<file path="config.mk">
export PLATFORM = sky130hd
export DESIGN_NAME = ram_scan_ctrl
export DESIGN_NICKNAME = d
export VERILOG_FILES = /design/src/rtl/ram_scan_pkg.sv /design/src/rtl/seg7_decoder.sv /design/src/rtl/ram_scan_ctrl.sv
export SDC_FILE = /design/constraint.sdc
export NUM_CORES = 1
export LEC_CHECK = 0
export CAP_MARGIN = 10
export CORE_UTILIZATION = 25
export CTS_CLUSTER_SIZE = 28
export DETAILED_ROUTE_END_ITERATION = 8
export PLACE_DENSITY = 0.55
export SLEW_MARGIN = 15
export SYNTH_ARGS = -nofsm -noshare
export SYNTH_HDL_FRONTEND = slang
export SYNTH_SLANG_ARGS = --single-unit
</file>
<file path="constraint.sdc">
create_clock -name clk -period 7.5 [get_ports clk]
set_clock_uncertainty 0.15 [all_clocks]
set_input_delay 1.5 -clock clk [delete_from_list [all_inputs] [get_ports clk]]
set_output_delay 1.5 -clock clk [all_outputs]
set_load 0.02 [all_outputs]
</file>
<file path="src/rtl/ram_scan_pkg.sv">
// Shared types and seven-segment constants for the RAM scan controller.
package ram_scan_pkg;

    typedef enum logic [1:0] {
        ISSUE = 2'd0,
        WAIT  = 2'd1,
        HOLD  = 2'd2,
        WRITE = 2'd3
    } scan_state_e;

    localparam logic [6:0] SEG_ZERO = 7'b1000000;

    // Active-low segments, bit order gfedcba; entry 0 sits in the low slice.
    localparam logic [15:0][6:0] SEG_TABLE = {
        7'b0001110,  // F
        7'b0000110,  // E
        7'b0100001,  // d
        7'b1000110,  // C
        7'b0000011,  // b
        7'b0001000,  // A
        7'b0010000,  // 9
        7'b0000000,  // 8
        7'b1111000,  // 7
        7'b0000010,  // 6
        7'b0010010,  // 5
        7'b0011001,  // 4
        7'b0110000,  // 3
        7'b0100100,  // 2
        7'b1111001,  // 1
        SEG_ZERO     // 0
    };

endpackage

</file>
<file path="src/rtl/seg7_decoder.sv">
// Hex digit to active-low seven-segment pattern.
module seg7_decoder
    import ram_scan_pkg::*;
(
    input  logic [3:0] digit,
    output logic [6:0] seg
);

    assign seg = SEG_TABLE[digit];

endmodule

</file>
<file path="src/rtl/ram_scan_ctrl.sv">
// Scans a single-port RAM for display while arbitrating user writes onto the same port.
module ram_scan_ctrl
    import ram_scan_pkg::*;
#(
    parameter int unsigned ADDR_W = 5,
    parameter int unsigned DATA_W = 4,
    parameter int unsigned DWELL  = 50_000_000
) (
    input  logic              clk,
    input  logic              rst_n,
    input  logic              pause,
    input  logic              step,
    input  logic              wr_req,
    input  logic [ADDR_W-1:0] wr_addr,
    input  logic [DATA_W-1:0] wr_data,
    output logic              wr_ack,
    output logic [ADDR_W-1:0] ram_addr,
    output logic [DATA_W-1:0] ram_wdata,
    output logic              ram_wren,
    input  logic [DATA_W-1:0] ram_q,
    output logic [6:0]        hex_addr_hi,
    output logic [6:0]        hex_addr_lo,
    output logic [6:0]        hex_data
);

    localparam int unsigned      CNT_W    = (DWELL > 1) ? $clog2(DWELL) : 1;
    localparam logic [CNT_W-1:0] CNT_LAST = CNT_W'(DWELL - 1);

    scan_state_e       state, state_nxt;
    logic [ADDR_W-1:0] scan_addr, scan_addr_nxt;
    logic [DATA_W-1:0] data_reg, data_reg_nxt;
    logic [CNT_W-1:0]  dwell_cnt, dwell_cnt_nxt;

    always_comb begin
        state_nxt     = state;
        scan_addr_nxt = scan_addr;
        data_reg_nxt  = data_reg;
        dwell_cnt_nxt = dwell_cnt;
        ram_addr      = scan_addr;
        ram_wdata     = '0;
        ram_wren      = 1'b0;
        wr_ack        = 1'b0;

        case (state)
            ISSUE: begin
                dwell_cnt_nxt = '0;
                state_nxt     = WAIT;
            end
            WAIT: begin
                data_reg_nxt = ram_q;
                state_nxt    = HOLD;
            end
            HOLD: begin
                // A pending write pre-empts both step and dwell expiry.
                if (wr_req) begin
                    state_nxt = WRITE;
                end else if (pause && step) begin
                    scan_addr_nxt = scan_addr + ADDR_W'(1);
                    state_nxt     = ISSUE;
                end else if (!pause && dwell_cnt == CNT_LAST) begin
                    scan_addr_nxt = scan_addr + ADDR_W'(1);
                    state_nxt     = ISSUE;
                end else if (!pause) begin
                    dwell_cnt_nxt = dwell_cnt + CNT_W'(1);
                end
            end
            WRITE: begin
                ram_addr  = wr_addr;
                ram_wdata = wr_data;
                ram_wren  = 1'b1;
                wr_ack    = 1'b1;
                // Re-read so an overwrite of the shown word appears at once.
                state_nxt = ISSUE;
            end
            default: state_nxt = ISSUE;
        endcase
    end

    always_ff @(posedge clk or negedge rst_n) begin
        if (!rst_n) begin
            state     <= ISSUE;
            scan_addr <= '0;
            data_reg  <= '0;
            dwell_cnt <= '0;
        end else begin
            state     <= state_nxt;
            scan_addr <= scan_addr_nxt;
            data_reg  <= data_reg_nxt;
            dwell_cnt <= dwell_cnt_nxt;
        end
    end

    seg7_decoder u_hex_addr_hi (
        .digit ({3'b000, scan_addr[ADDR_W-1]}),
        .seg   (hex_addr_hi)
    );

    seg7_decoder u_hex_addr_lo (
        .digit (scan_addr[3:0]),
        .seg   (hex_addr_lo)
    );

    seg7_decoder u_hex_data (
        .digit (data_reg[3:0]),
        .seg   (hex_data)
    );

endmodule

</file>
==> out/results.ini, run 1 <==
[timing]
worst-slew-pin-transition_ns = 0.942
setup_ws_ns = 3.14
slew_headroom = 0.367
hold_violations = 0
period_needed_ns = 4.36
tns_ns = 0
fmax_ghz = 0.229
maxSlewViolCount = 0
period_share = 0.582
hold_ws_ns = 0.370
rsz0062_at_grt = no
setup_viol = 0

[setup_path]
crit_chain = clkdlybuf4s50_1, and3_1, clkdlybuf4s50_1
path_class = in -> out
worstPathArrival_ns = 2.71
cpMaxStageDelayCell = clkdlybuf4s50_1
worstReg2RegEnd = dwell_cnt[9]
required_ns = 5.85
crit_path_end_kind = output pin
reg2regPathDepth = 5
r2r_start = dwell_cnt[16]
worstPathMaxFanout = 1
slowest_delay_ns = 0.60
path_common_cell = clkdlybuf4s50_1
crit_start = wr_data[3]
rrSetupSlack_ns = 4.59
worstSetupStartpointType = primary input

[detailed_routing]
vias = 2440
antenna_left = 0
routed_wirelength_um = 6640
drt_first_pass_iters = 4
wl_per_cell_um = 14.1
route.detailed.drc = 0
detail_route.vias_per_cell = 5.17
drtIter0Drc = 141

[synth]
async_flop_share = 1.00
synth_area_per_cell_um2 = 8.76
yosys.area.top_type = dfrtp_1
synth_commonest_cells = dfrtp_1 (37), nand2_1 (25), a31oi_1 (21), nor2_1 (19), o21ai_0 (16)
synth_edf_count = 0
yosysSeqAreaShare = 0.343
synth_area_um2 = 2700
netlist-cell-type-count = 53
yosysWarnings = 0
synth.most_common_cell = dfrtp_1
synth_top_area_share = 0.343
synthCells = 308
synth_top_cells_by_area = dfrtp_1 (34%), ha_1 (6.0%), a31oi_1 (4.9%), mux2i_1 (3.7%), nand2_1 (3.5%)
ys.flop_type = dfrtp_1
ys_ff_latch = 37

[clocking]
hold_buffers = 0
cts_root_buf = clkbuf_8
worst_skew_pair.late_latency_ns = 0.29
cts.sinks = 37
clk_path_buf_depth = 2
numCtsBuffers = 5
postCtsSetupBuffers = 0
path_clk_slew_ns = 0.08
cts_tree = done
cts_max_level = 2
postCtsResizedCells = 0

[global_routing]
busiest_layer = met2
antenna_found_initial = 0
use_met2 = 0.206
met3_usage = 0.0235
grt_overflow_total = 0
grt_pass1_wl_um = 11100
first_global_vias = 2255
grt_use_total = 0.122
globalRouteMet1Util = 0.162
grt_max_degree = 38

[placed_design]
place_congestion = 0.765
place_hpwl_um = 4590
io_buffers = 46
dp_slack_ns = 3.14
placed_cell_area_um2 = 3180

[pwr]
p_per_area_nw_per_um2 = 357
ir_worst_vdd_mv = 0.184
power_mw = 1.18
p_leak_nw = 1.31

[floorplan]
rows = 37
die_w_um = 106
ioPinCount = 50
die_y_um = 106
start_util = 0.260
core_um2 = 10400
die-area_um2 = 11200

[layout]
fill_cells = 1093
regArea_um2 = 926
area_delta_synth_final_pct = 22.2
nets = 366
largest_register_ffs = 26
antenna_cells = 0
final_layout_size_suffix_gt1_frac = 0.0804
final_area_um2 = 3300
multi_input_area_um2 = 1570

[hold_path]
worst_hold_path.num_cells = 1
hp-start = dwell_cnt[23]
hold_class = reg -> reg
min_to = dwell_cnt[23]

[outcome]
status = complete, no violations

[run]
cap_violations = 0

## worst max path at each step
stage | end | slack (ns) | cells after the start
2_1_floorplan | ram_addr[2] | 4.05 | 1
3_3_place_gp | ram_wdata[3] | 3.16 | 3
3_5_place_dp | ram_wdata[3] | 3.14 | 3
4_1_cts | ram_wdata[3] | 3.13 | 3
5_1_grt | ram_addr[0] | 3.07 | 4
6_report | ram_wdata[3] | 3.14 | 3
## critical path, delay by kind of cell
kind / cells / cell delay [ns]
buffers and inverters: 2 / 1.06
and+or+nand+nor: 1 / 0.16
## cells by family (layout without fill, tap and decap cells)
group / Yosys count / in the layout / synth area share
compound gates: 80 / 80 / 0.199
xor+xnor: 4 / 4 / 0.0130
fa+ha+maj: 13 / 13 / 0.0603
buf+inv: 40 / 67 / 0.0756
flops: 37 / 37 / 0.343
mux: 19 / 19 / 0.0830
other cells: 2 / 3 / 0.00278
simple gates: 113 / 113 / 0.223
## stage by stage
step                utilization  instances
floorplan                     -        309
global placement          0.306        464
detailed placement        0.306        464
CTS                       0.318        472
global route              0.318        472
finish                    0.318        472
## area by class of cell
cell class                      count  share of cell area
Multi-Input combinational cell    232               0.477
Clock inverter                      2              0.0114
Sequential cell                    37               0.281
Timing Repair Buffer               47               0.140
Tap cell                          136              0.0516
Clock buffer                        6              0.0251
Inverter                           12              0.0137
## cell usage in the layout (no fill, tap or decap), drive strengths merged, types with 2 or more instances in the layout
| cell | count |
|---|---|
| nand4 | 10 |
| or4 | 3 |
| a41oi | 2 |
| buf | 2 |
| nor4 | 4 |
| clkbuf | 6 |
| nor2 | 20 |
| a31oi | 21 |
| and4 | 3 |
| o21ai | 18 |
| o21a | 4 |
| dfrtp | 37 |
| and3 | 11 |
| nor3 | 6 |
| clkdlybuf4s50 | 45 |
| or3 | 2 |
| nand3 | 14 |
| inv | 12 |
| o311ai | 4 |
| mux4 | 2 |
| ha | 13 |
| a2bb2oi | 2 |
| xnor2 | 4 |
| mux2i | 10 |
| a21oi | 14 |
| conb | 3 |
| nor2b | 4 |
| and2 | 2 |
| a32o | 2 |
| nand3b | 2 |
| mux2 | 7 |
| a22o | 4 |
| nand2 | 25 |
| or3b | 2 |
| nor4b | 2 |
## layer usage
layer / vias up / wire (µm)
met5: - / 0
met4: 0 / 36
met3: 6 / 470
met2: 88 / 2960
met1: 1157 / 3170
li1: 1189 / -
## report_power, final
group,switching (mW),internal [mW]
Sequential,0.102,0.232
Clock,0.0769,0.108
Combinational,0.343,0.315
Total,0.522,0.655
Note: power is estimated with default switching activity, not from simulation.
==> run 2, diff against run 1 <==
PLACE_DENSITY = 0.57   (was 0.55)
clock period = 3.74 ns   (was 7.5 ns; I/O delays follow)
==> out/results.ini, run 2 (synthesized netlist as in run 1, its figures left out) <==
[pwr]
ir_worst_vdd_mv = 0.351
p_per_area_nw_per_um2 = 710
p_leak_nw = 1.33

[placed_design]
place_hpwl_um = 4690
placed_cell_area_um2 = 3200
dp.cells = 467
io_buffers = 46
place_congestion = 0.750

[clocking]
postCtsResizedCells = 0
hold_buffers = 0
cts_root_buf = clkbuf_8
worst_skew_pair.late_latency_ns = 0.30
path_clk_slew_ns = 0.08
clk_path_buf_depth = 2
numCtsBuffers = 5
postCtsSetupBuffers = 0
cts_tree = done
cts.sinks = 37
cts_max_level = 2

[detailed_routing]
drtIter0Drc = 171
detail_route.vias_per_cell = 5.16
route.detailed.drc = 0
vias = 2453
wl_per_cell_um = 14.1
antenna_left = 0
routed_wirelength_um = 6690
drt_first_pass_iters = 4

[timing]
hold_violations = 0
hold_ws_ns = 0.371
period_needed_ns = 3.40
fmax_ghz = 0.294
period_share = 0.909
worst-slew-pin-transition_ns = 0.869
rsz0062_at_grt = no
setup_viol = 0
tns_ns = 0
maxSlewViolCount = 0
slew_headroom = 0.420

[layout]
antenna_cells = 0
fill_cells = 1089
final_area_um2 = 3310
area_delta_synth_final_pct = 22.8
utilization = 0.319
final_common_cell = clkdlybuf4s50_1
final_layout_size_suffix_gt1_frac = 0.0885
final_cell_mix = clkdlybuf4s50_1 (45), dfrtp_1 (37), nand2_1 (25), a31oi_1 (21), nor2_1 (19)
nets = 369
multi_input_area_um2 = 1570
largest_register_ffs = 26
regArea_um2 = 926
instances_no_fill = 475

[global_routing]
grt_overflow_total = 0
grt_use_total = 0.128
antenna_found_initial = 0
grt_pass1_wl_um = 11800
grt_max_degree = 38
first_global_vias = 2351

[floorplan]
start_util = 0.260
core_um2 = 10400
die_y_um = 106
rows = 37
die_w_um = 106
die-area_um2 = 11200
ioPinCount = 50

[setup_path]
reg2regPathDepth = 5
crit_path_end_kind = output pin
worstPathMaxFanout = 7
required_ns = 2.84
path_class = reg -> out
worstSetupStartpointType = flip-flop
worstPathArrival_ns = 2.50

[hold_path]
hold_class = reg -> reg
worst_hold_path.num_cells = 1

[outcome]
status = complete, no violations

[run]
cap_violations = 0

run 2: changes by cell type in the layout (fill, tap and decap cells not counted), sizes merged:
cell	previous run	this run
buf	2	5
clkinv	0	1
clkbuf	6	5
run 2: metal layers:
layer,track usage,share of wire
met5,0,0
met4,0.0367,0.010
met3,0.0235,0.063
met2,0.206,0.46
met1,0.175,0.47
run 2: path summary, 6_finish.rpt:
check / from / endpoint / slack [ns]
min in group asynchronous: rst_n / dwell_cnt[19] / 0.40
max in group asynchronous: rst_n / dwell_cnt[23] / 2.48
hold / removal: dwell_cnt[14] / dwell_cnt[14] / 0.37
setup / recovery: scan_addr[1] / hex_addr_lo[0] / 0.34
setup reg to reg: dwell_cnt[16] / dwell_cnt[7] / 1.07
hold reg to reg: dwell_cnt[14] / dwell_cnt[14] / 0.37
run 2: critical path, stage by stage (launching register included):
cell and delay (ns):
dfrtp_1 0.47, inv_1 0.18, ha_1 0.29, nor2b_1 0.09, or3b_2 0.46, o21ai_0 0.09, clkdlybuf4s50_1 0.63
run 2: final cells by class:
cell class	instances	area share
well taps	136	0.0514
inverters	12	0.0136
clock inverters	3	0.0140
flip-flops and latches	37	0.279
clock buffers	5	0.0208
multi-input cells	232	0.474
repair buffers	50	0.147
run 2: through the flow:
step / worst slack [ns] / power (mW)
detailed placement: 0.396 / 2.01
global placement: 0.449 / 1.98
CTS: 0.288 / 2.38
floorplan: 1.10 / 1.50
global route: 0.155 / 2.53
finish: 0.339 / 2.35
run 2: where the power goes:
group / internal (mW) / switching [mW]
Combinational: 0.640 / 0.711
Clock: 0.200 / 0.164
Sequential: 0.466 / 0.172
==> patch: new RTL, flow settings as in run 2 <==
Change the parameter `DWELL` from 50_000_000 to 100_000_000.
--- a/src/rtl/ram_scan_ctrl.sv
+++ b/src/rtl/ram_scan_ctrl.sv
@@ -4,7 +4,7 @@
 #(
     parameter int unsigned ADDR_W = 5,
     parameter int unsigned DATA_W = 4,
-    parameter int unsigned DWELL  = 50_000_000
+    parameter int unsigned DWELL  = 100_000_000
 ) (
     input  logic              clk,
     input  logic              rst_n,
Behaviour: no difference found for any inputs over 10 cycles, from zero or initial values and one cycle with rst_n low; that may be too few to reach the edited logic, so the function may still have changed.
==> patch against run 2 <==
Non-clock buffer count up 1. Routed wire length up 3.7%. Final area grew 0.72%. Die area increased by 0.32%. Critical endpoint unchanged. Worst setup slack gained 73 ps. Highest routed layer unchanged. Critical path type unchanged. Power fell by 3.5%. First-iteration DRC count is 44% higher. Sequential cell count increased by 1. Area after synthesis up 0.32%. Largest cell class unchanged.
==> patch: results (changes against run 2) <==
outcome finished, final reports clean; crit path DAT 2430 ps (-70 ps); top post-synthesis cells by count dfrtp_1 (38), nand2_1 (31), nor2_1 (26); placed cell areas 3240 um2 (+1.4%); flip-flop count of the largest register after layout 27 (+3.8%); Hold EP dwell_cnt[26]$_DFFE_PN0P_; Reg-to-Reg Start dwell_cnt[0]$_DFFE_PN0P_; PwrDens 680 nW/um2 (-4.2%); filler-free cell count of the finished design 482 (+1.5%); Pleak 0.00140 uW (+5.8%); Synth Flop Type dfrtp_1; Net Sw Power 1020 uW (-2.4%); DP Worst Slack 720 ps (+324 ps); largest net degree at the start of global routing 39 (+2.6%); Peak VDD IR 336 uV (-4.3%); post-synthesis mux area share 7.49% (-0.81 points); Worst-Margin Slew 882 ps (+12.1 ps); total CTS buffers 5 (unchanged); HPWL Detailed 5030 um (+7.3%); hold slack 343 ps (-28.1 ps); Comb power frac 58.7% (+1.3 points); first-pass GRT wire length 11700 um (-0.82%); Synth area leaders dfrtp_1 (35%), ha_1 (6.0%), nand2_1 (4.3%), a31oi_1 (3.9%), nor2_1 (3.6%); synth unique cells 50 (-5.7%); overall routed net length 6930 um (+3.7%); Final #Nets 376 (+1.9%); Worst R2R End dwell_cnt[14]$_DFFE_PN0P_; hold path start dwell_cnt[26]$_DFFE_PN0P_; Iteration-0 DRC Markers 246 (+44%); sequential-to-total area share from yosys stat 35.1% (+0.81 points); antenna cells 0 (unchanged); share of cells above drive strength 1 8.38% (-0.47 points); synthesized area per cell 8.82 um2 (+0.65%); Synth Area in Adders 6.01% (-0.020 points); Worst Setup End Kind primary output; Synth async-reset ratio 100% (unchanged); compound-cell area share of the yosys netlist 20.9% (+0.95 points); vias in the first global route 2324 (-1.1%); # placed instances 474 (+1.5%); largest fanout on the critical path 7 (unchanged); total global-route track usage 12.8% (-0.026 points); GP Congestion 0.808 (+7.7%); vias per inst 5.15 (-0.33%); Clock group 301 uW (-17%)
## patch: worst max-delay path by stage
stage	start	end	slack, ps
2_1_floorplan	scan_addr[3]$_DFFE_PN0P_	hex_addr_lo[4]	1320
3_3_place_gp	scan_addr[1]$_DFFE_PN0P_	hex_addr_lo[0]	770
3_5_place_dp	scan_addr[1]$_DFFE_PN0P_	hex_addr_lo[0]	720
4_1_cts	scan_addr[1]$_DFFE_PN0P_	hex_addr_lo[0]	400
5_1_grt	scan_addr[1]$_DFFE_PN0P_	hex_addr_lo[0]	210
6_report	scan_addr[1]$_DFFE_PN0P_	hex_addr_lo[0]	410
## patch: routing by layer
metal,wire (um),track usage (%),vias to the layer above
li1,-,-,1201
met1,3280,18.0,1221
met2,3320,20.4,54
met3,292,2.27,5
met4,38,2.88,0
met5,0,0,-
## patch: area by class of cell
class,instances,area [um2]
fill,1118,7080
multi-input combinational,237,1580
sequential,38,951
timing repair buffer,51,493
tap,136,170
clock buffer,6,82.6
inverter,12,45.0
clock inverter,2,12.5
